[config.mk]
export PLATFORM = sky130hd
export DESIGN_NAME = user_mgr_arbiter
export DESIGN_NICKNAME = d
export VERILOG_FILES = /design/src/rtl/user_mgr_arbiter.sv
export SDC_FILE = /design/constraint.sdc
export NUM_CORES = 1
export LEC_CHECK = 0
export BUFFER_PORTS_ARGS = -buffer_cell sky130_fd_sc_hd__buf_2
export CORE_AREA = 2 2 112 114
export CTS_CLUSTER_SIZE = 30
export DETAILED_ROUTE_END_ITERATION = 6
export DIE_AREA = 0 0 114 116
export SLEW_MARGIN = 10
export SYNTH_ARGS = -nofsm -noshare
export SYNTH_HDL_FRONTEND = slang
export SYNTH_SLANG_ARGS = --single-unit
[constraint.sdc]
create_clock -name clk_i -period 2.11 [get_ports clk_i]
set_input_delay 0.211 -clock clk_i [delete_from_list [all_inputs] [get_ports clk_i]]
set_output_delay 0.211 -clock clk_i [all_outputs]
set_load 0.02 [all_outputs]
[src/rtl/user_mgr_arbiter.sv]
// Round-robin OBI manager arbiter: shares one user-domain manager port between
// NumReq requesters and routes in-order responses back using a small ID FIFO.
module user_mgr_arbiter #(
  parameter int unsigned NumReq    = 2,
  parameter int unsigned MaxTrans  = 2,
  parameter int unsigned AddrWidth = 32,
  parameter int unsigned DataWidth = 32,
  localparam int unsigned BeWidth  = DataWidth / 8,
  localparam int unsigned CntW     = $clog2(MaxTrans + 1)
) (
  input  logic                           clk_i,
  input  logic                           rst_i,
  input  logic [NumReq-1:0]              req_req_i,
  output logic [NumReq-1:0]              req_gnt_o,
  input  logic [NumReq*AddrWidth-1:0]    req_addr_i,
  input  logic [NumReq-1:0]              req_we_i,
  input  logic [NumReq*BeWidth-1:0]      req_be_i,
  input  logic [NumReq*DataWidth-1:0]    req_wdata_i,
  output logic [NumReq-1:0]              req_rvalid_o,
  output logic [DataWidth-1:0]           req_rdata_o,
  output logic                           req_err_o,
  output logic                           mgr_req_o,
  input  logic                           mgr_gnt_i,
  output logic [AddrWidth-1:0]           mgr_addr_o,
  output logic                           mgr_we_o,
  output logic [BeWidth-1:0]             mgr_be_o,
  output logic [DataWidth-1:0]           mgr_wdata_o,
  input  logic                           mgr_rvalid_i,
  input  logic [DataWidth-1:0]           mgr_rdata_i,
  input  logic                           mgr_err_i,
  output logic [CntW-1:0]                outstanding_o,
  output logic                           unexp_rsp_o
);

  localparam int unsigned IdxW  = (NumReq > 1) ? $clog2(NumReq) : 1;
  localparam int unsigned FifoW = (MaxTrans > 1) ? $clog2(MaxTrans) : 1;

  logic [IdxW-1:0]  rr_ptr;
  logic [IdxW-1:0]  rr_sel;
  logic [IdxW:0]    cand;
  logic             lock;
  logic [IdxW-1:0]  lock_sel;
  logic [IdxW-1:0]  sel;
  logic             mgr_req;
  logic             handshake;

  logic [IdxW-1:0]  id_fifo [MaxTrans];
  logic [FifoW-1:0] wr_ptr;
  logic [FifoW-1:0] rd_ptr;
  logic [CntW-1:0]  count;
  logic             fifo_empty;
  logic             fifo_full;
  logic             push;
  logic             pop;
  logic [IdxW-1:0]  head_id;
  logic             unexp_q;

  // First requesting index at or after the pointer, wrapping modulo NumReq.
  always_comb begin
    rr_sel = '0;
    cand   = '0;
    for (int i = NumReq - 1; i >= 0; i--) begin
      cand = {1'b0, rr_ptr} + (IdxW+1)'(i);
      if (cand >= (IdxW+1)'(NumReq)) begin
        cand = cand - (IdxW+1)'(NumReq);
      end
      if (req_req_i[cand[IdxW-1:0]]) begin
        rr_sel = cand[IdxW-1:0];
      end
    end
  end

  assign sel        = lock ? lock_sel : rr_sel;
  assign fifo_empty = (count == '0);
  assign fifo_full  = (count == CntW'(MaxTrans));
  assign mgr_req    = req_req_i[sel] & ~fifo_full & ~rst_i;
  assign handshake  = mgr_req & mgr_gnt_i;
  assign push       = handshake;
  assign pop        = mgr_rvalid_i & ~fifo_empty;
  assign head_id    = id_fifo[rd_ptr];

  assign mgr_req_o   = mgr_req;
  assign mgr_addr_o  = req_addr_i[sel*AddrWidth +: AddrWidth];
  assign mgr_we_o    = req_we_i[sel];
  assign mgr_be_o    = req_be_i[sel*BeWidth +: BeWidth];
  assign mgr_wdata_o = req_wdata_i[sel*DataWidth +: DataWidth];

  assign req_rdata_o   = mgr_rdata_i;
  assign req_err_o     = mgr_err_i;
  assign outstanding_o = count;
  assign unexp_rsp_o   = unexp_q;

  always_comb begin
    req_gnt_o    = '0;
    req_rvalid_o = '0;
    if (handshake) begin
      req_gnt_o[sel] = 1'b1;
    end
    if (pop && !rst_i) begin
      req_rvalid_o[head_id] = 1'b1;
    end
  end

  // A stalled request pins the selection so the A-channel stays stable until granted.
  always_ff @(posedge clk_i) begin
    if (rst_i) begin
      lock     <= 1'b0;
      lock_sel <= '0;
      rr_ptr   <= '0;
    end else begin
      lock <= mgr_req & ~mgr_gnt_i;
      if (mgr_req && !mgr_gnt_i) begin
        lock_sel <= sel;
      end
      if (handshake) begin
        rr_ptr <= (sel == IdxW'(NumReq - 1)) ? '0 : sel + 1'b1;
      end
    end
  end

  always_ff @(posedge clk_i) begin
    if (push) begin
      id_fifo[wr_ptr] <= sel;
    end
  end

  always_ff @(posedge clk_i) begin
    if (rst_i) begin
      wr_ptr  <= '0;
      rd_ptr  <= '0;
      count   <= '0;
      unexp_q <= 1'b0;
    end else begin
      if (push) begin
        wr_ptr <= (wr_ptr == FifoW'(MaxTrans - 1)) ? '0 : wr_ptr + 1'b1;
      end
      if (pop) begin
        rd_ptr <= (rd_ptr == FifoW'(MaxTrans - 1)) ? '0 : rd_ptr + 1'b1;
      end
      if (push && !pop) begin
        count <= count + 1'b1;
      end else if (pop && !push) begin
        count <= count - 1'b1;
      end
      if (mgr_rvalid_i && fifo_empty) begin
        unexp_q <= 1'b1;
      end
    end
  end

endmodule
[Word-level counts from Yosys, hierarchy flattened]
Memories as Yosys holds them, arrays and structs flattened. A register that Yosys moved wholly into a read port is not among the register bits.
Index checks and enable logic that the tools add are counted.
Word-level totals
  flip-flop bits (word level): 8
  memory bits (writable): 2
  input bits: 177
  output and inout bits: 110
  word-level logic and storage cells: 78
  memories kept: 1
Operators by class
  add/subtract/negate cells: 8
  magnitude comparators: 8
  equality and inequality tests: 1
  shifts and indexed selects: 3
  muxes and demuxes: 28
  bitwise logic cells: 9
  reduce and logical (&&, ||, !) cells: 13
Memories
  id_fifo: depth 2, width 1, rd ports 1, clocked after memory_dff 1, wr ports 1, line 47  | logic [IdxW-1:0] id_fifo [MaxTrans];
Operator list (count)
  64-bit by 7-bit indexed part select with 32-bit output: 2
  1-bit 2-to-1 mux: 22
  1-bit by 2-bit less-than comparator with 1-bit output, second input constant: 4
  2-bit 2-to-1 mux: 4
  8-bit by 4-bit indexed part select with 4-bit output: 1
  1-bit logical AND: 7
  1-bit bitwise AND: 5
  1-bit zero test: 4
  1-bit inverter: 4
  1-bit adder, second input constant: 3
  1-bit by 1-bit adder with 2-bit output, second input constant: 1
  2-bit by 1-bit adder with 2-bit output, second input constant: 1
  1-bit demux with 1-bit select: 2
  2-bit equality test, second input constant: 1
  1-bit greater-or-equal comparator, second input constant: 2
  1-bit by 2-bit greater-or-equal comparator with 1-bit output, second input constant: 1
  2-bit greater-or-equal comparator, second input constant: 1
  2-bit zero test: 1
  2-bit nonzero test: 1
  1-bit subtractor, second input constant: 2
  2-bit by 1-bit subtractor with 2-bit output, second input constant: 1

[Logic depth before layout (Yosys ltp)]
  depth after elaboration: 17
  depth in mapped cells: 8
  depth with buffers taken out: 8

[Least setup slack after synthesis]
No wires, ideal clock.
  path kind: reg2reg
  from: register count[0], in the netlist outstanding_o[0]
  to: register count[1], in the netlist outstanding_o[1]
  setup time: 70 ps
  arrival time: 2255 ps
  data required time: 2040 ps
  setup slack: -215 ps
  stages on the path, launching flop included: 8
  path buffers: 0
  clock period less this slack: 2325 ps
  cells stage by stage: dfxtp_1 -> and2b_1 -> a2111oi_4 -> nand2_1 -> inv_1 -> ha_1 -> or3_1 -> a21oi_1
Between the ends
  longest elaborated chain between the ends: 8
  elaborated cells between the ends (all ways): 17
  classes of those cells: 2 x add/sub; 1 x eq/ne; 2 x mux; 6 x bitwise; 6 x reduce/logical
RTL lines
  start: declaration: line 50  | logic [CntW-1:0] count;
  start signal: assignment: line 141  | count <= count + 1'b1;
  start signal: assignment: line 143  | count <= count - 1'b1;
  2-bit equality test *: line 75  | assign fifo_full = (count == CntW'(MaxTrans));
  1-bit inverter *: line 76  | assign mgr_req = req_req_i[sel] & ~fifo_full & ~rst_i;
  1-bit bitwise AND * (2 in series): line 76
  via mgr_req_o: line 22  | output logic mgr_req_o,
  1-bit bitwise AND *: line 77  | assign handshake = mgr_req & mgr_gnt_i;
  1-bit zero test: line 142  | end else if (pop && !push) begin
  1-bit logical AND: line 142
  2-bit nonzero test (no source line)
Mark *: on every way through the listed nets, which the timed path passes. The rest lies on a longest branch. The select of a mux whose other input is x is not followed.
A chain may end at the register's enable or synchronous reset.

[Final worst setup path]
  from: register lock
  to: output port mgr_be_o[2]
Between the ends
  longest elaborated chain between the ends: 2
RTL lines
  start: declaration: line 41  | logic lock;
  start signal: assignment: line 111  | lock <= mgr_req & ~mgr_gnt_i;
  1-bit 2-to-1 mux: line 73  | assign sel = lock ? lock_sel : rr_sel;
  8-bit by 4-bit indexed part select with 4-bit output: line 85  | assign mgr_be_o = req_be_i[sel*BeWidth +: BeWidth];
  end: declaration: line 26  | output logic [BeWidth-1:0] mgr_be_o,
No other way between the ends.

==> metrics.txt <==
status=finished, final reports clean; leakage power=1.43 nW; critical path launch point type=register; post-route antenna net violation count=0; Slew HR=0.776; DRT Pass-1 Iters=4; ant diodes=0; sequence of cells on the critical path=nand2b_1, o21ai_4, buf_12, mux2_2, buf_2; vias in the first global route=1,667; largest net degree at the start of global routing=45; hold_buf cts=0; Die X=114 µm; Bufs on Longest Clock Path=2; Worst-path clk slew=0.04 ns; routability congestion estimate=0.733; sequential area share after synthesis=0.152; critical path endpoint category=output port; via/cell ratio=3.81; #FFs+latches synth=11; H-tree levels=1; most frequent cells in the layout=buf_2, mux2_2, nor2_1, dfxtp_1, mux2i_1; Crit Path Category=reg -> out; final instance area=2710 µm²; crit-path max cell delay=0.37 ns; Final Power=1.72 mW; CTS tree=built; die area=13,200 µm²; RSZ-0062 raised after global routing=false; Die H=116 µm; Hold/Removal Path Class=in -> reg; detailed placement HPWL=5420 µm; fin crit share=0.952; commonest non-fill, non-tap cell in the layout=buf_2; CTS sink cnt=11; Sum Neg Setup Slack=0 ns; Initial Util=0.132; delay-heaviest family, CP=buffers and inverters; MaxCap Viol Count=0; Slew Limit Fails=0; Port Buffers=220; synthesized cell area=1580 µm²; maximum clock rate=498 MHz; min Tclk post-route=2.01 ns; Critical Path AT=1.80 ns; via count=1,884; worst IR drop on VDD=0.000342 V; drt drc=0; layout cells sized above 1=0.865; clk_lat worst skew=0.24 ns; measured slew at the worst slew-check pin=0.337 ns; first-pass GRT wire length=7740 µm; layout overhead on the synthesized area=71.9%; # IOs=287; Setup Skew=0.00136 ns; Synth cell types=25; TritonCTS buffer count=3; CTS resizes=0; postcts setup bufs=0; standard-cell rows=40; Post-Route WL=6140 µm; Cell Area, Placed=2630 µm²; final hold vios=0; gr usage total=0.0741; initial antenna violation count=0; maximum fanout along the worst path=44; Congestion Overflow GR=0; Mapped Nets=339; Synth Area per Inst=9.79 µm²; CP Data Required Time=1.90 ns; WP buf/inv=2; PwrDens=633 nW/µm²; Yosys Warn Count=0; core area=11,900 µm²; critical path's slowest cell=mux2_2; cells after synthesis=161; root buf cell=clkbuf_16; Final #Nets=526; 1st-iter DRT viols=35; final setup fails=0; WL/cell=12.4 µm
state kept, by name, indices dropped and copies added (netlist names), named ones only:
| signal | count |
|---|---|
| id_fifo | 2 |
| outstanding_o | 2 |
| lock | 1 |
| lock_sel | 1 |
| rd_ptr | 1 |
| rr_ptr | 1 |
| unexp_rsp_o | 1 |
| wr_ptr | 1 |
per-stage QoR:
step | hold WS (ns) | util | instances | setup slack (ns)
floorplan | 0.352 | - | 161 | 0.0347
global placement | 0.422 | 0.221 | 490 | 0.288
detailed placement | 0.422 | 0.221 | 490 | 0.218
CTS | 0.223 | 0.227 | 494 | 0.0149
global route | 0.261 | 0.228 | 494 | 0.0199
finish | 0.216 | 0.228 | 494 | 0.102
power by group:
part           switching [mW]  internal [mW]  leakage (nW)  total (mW)
registers              0.0417          0.270        0.0931       0.312
logic                   0.567          0.495          1.29        1.06
clock network          0.0889          0.253        0.0382       0.342
logic make-up (layout without fill, tap and decap cells):
family,after synthesis,in the layout,share of synthesized area
buffers and inverters,44,230,0.190
DFF,11,11,0.152
AOI/OAI and AO/OA,6,6,0.0333
adders and majority gates,1,1,0.00794
xor gates and xnor gates,3,3,0.0167
and+or+nand+nor,22,22,0.0746
muxes,74,74,0.525
cell usage after synthesis:
master	instances	area (µm²)
ha_1	1	12.5
buf_2	8	40.0
inv_1	2	7.51
or3_1	1	6.26
and3_1	1	6.26
clkbuf_1	1	3.75
o21ai_1	1	5.00
mux2_1	1	11.3
nor3_1	1	5.00
nor2b_1	2	12.5
nand2_1	2	7.51
buf_4	33	248
edfxtp_1	2	60.1
dfxtp_1	9	180
and3b_1	1	8.76
and2b_1	2	15.0
xor2_1	3	26.3
nor3b_1	1	7.51
a2111oi_4	1	27.5
o21ai_0	2	10.0
nand2b_1	3	18.8
mux2i_1	4	40.0
mux2_2	69	777
a21oi_1	2	10.0
nor2_1	8	30.0
layout make-up:
class / instances / area (µm²)
Timing Repair Buffer: 224 / 1150
Sequential cell: 11 / 241
Tap cell: 147 / 184
Fill cell: 1299 / 9200
Clock buffer: 4 / 78.8
Inverter: 2 / 7.51
Multi-Input combinational cell: 106 / 1050
final timing paths:
path	cells after the start	slack (ns)	from	to
min	3	0.22	mgr_rvalid_i	unexp_rsp_o
max reg2reg	7	0.22	lock	outstanding_o[1]
min reg2reg	2	0.46	unexp_rsp_o	unexp_rsp_o
max	5	0.10	lock	mgr_be_o[2]
worst register-to-register path: cells and delay by family (launching register included):
family / cells / cell delay [ns]
compound gates: 2 / 0.57
simple gates: 2 / 0.45
flops: 1 / 0.37
fa+ha+maj: 1 / 0.24
mux: 1 / 0.13
buf+inv: 1 / 0.06
layer usage:
metal | up-vias | wire, µm | part of all wire | global-route usage
met5 | - | 0 | 0 | 0
met4 | 0 | 93 | 0.015 | 0.0228
met3 | 13 | 551 | 0.090 | 0.0115
met2 | 141 | 3060 | 0.50 | 0.132
met1 | 828 | 2440 | 0.40 | 0.0918
li1 | 902 | - | - | -
Power figures use the tool's default switching activity.
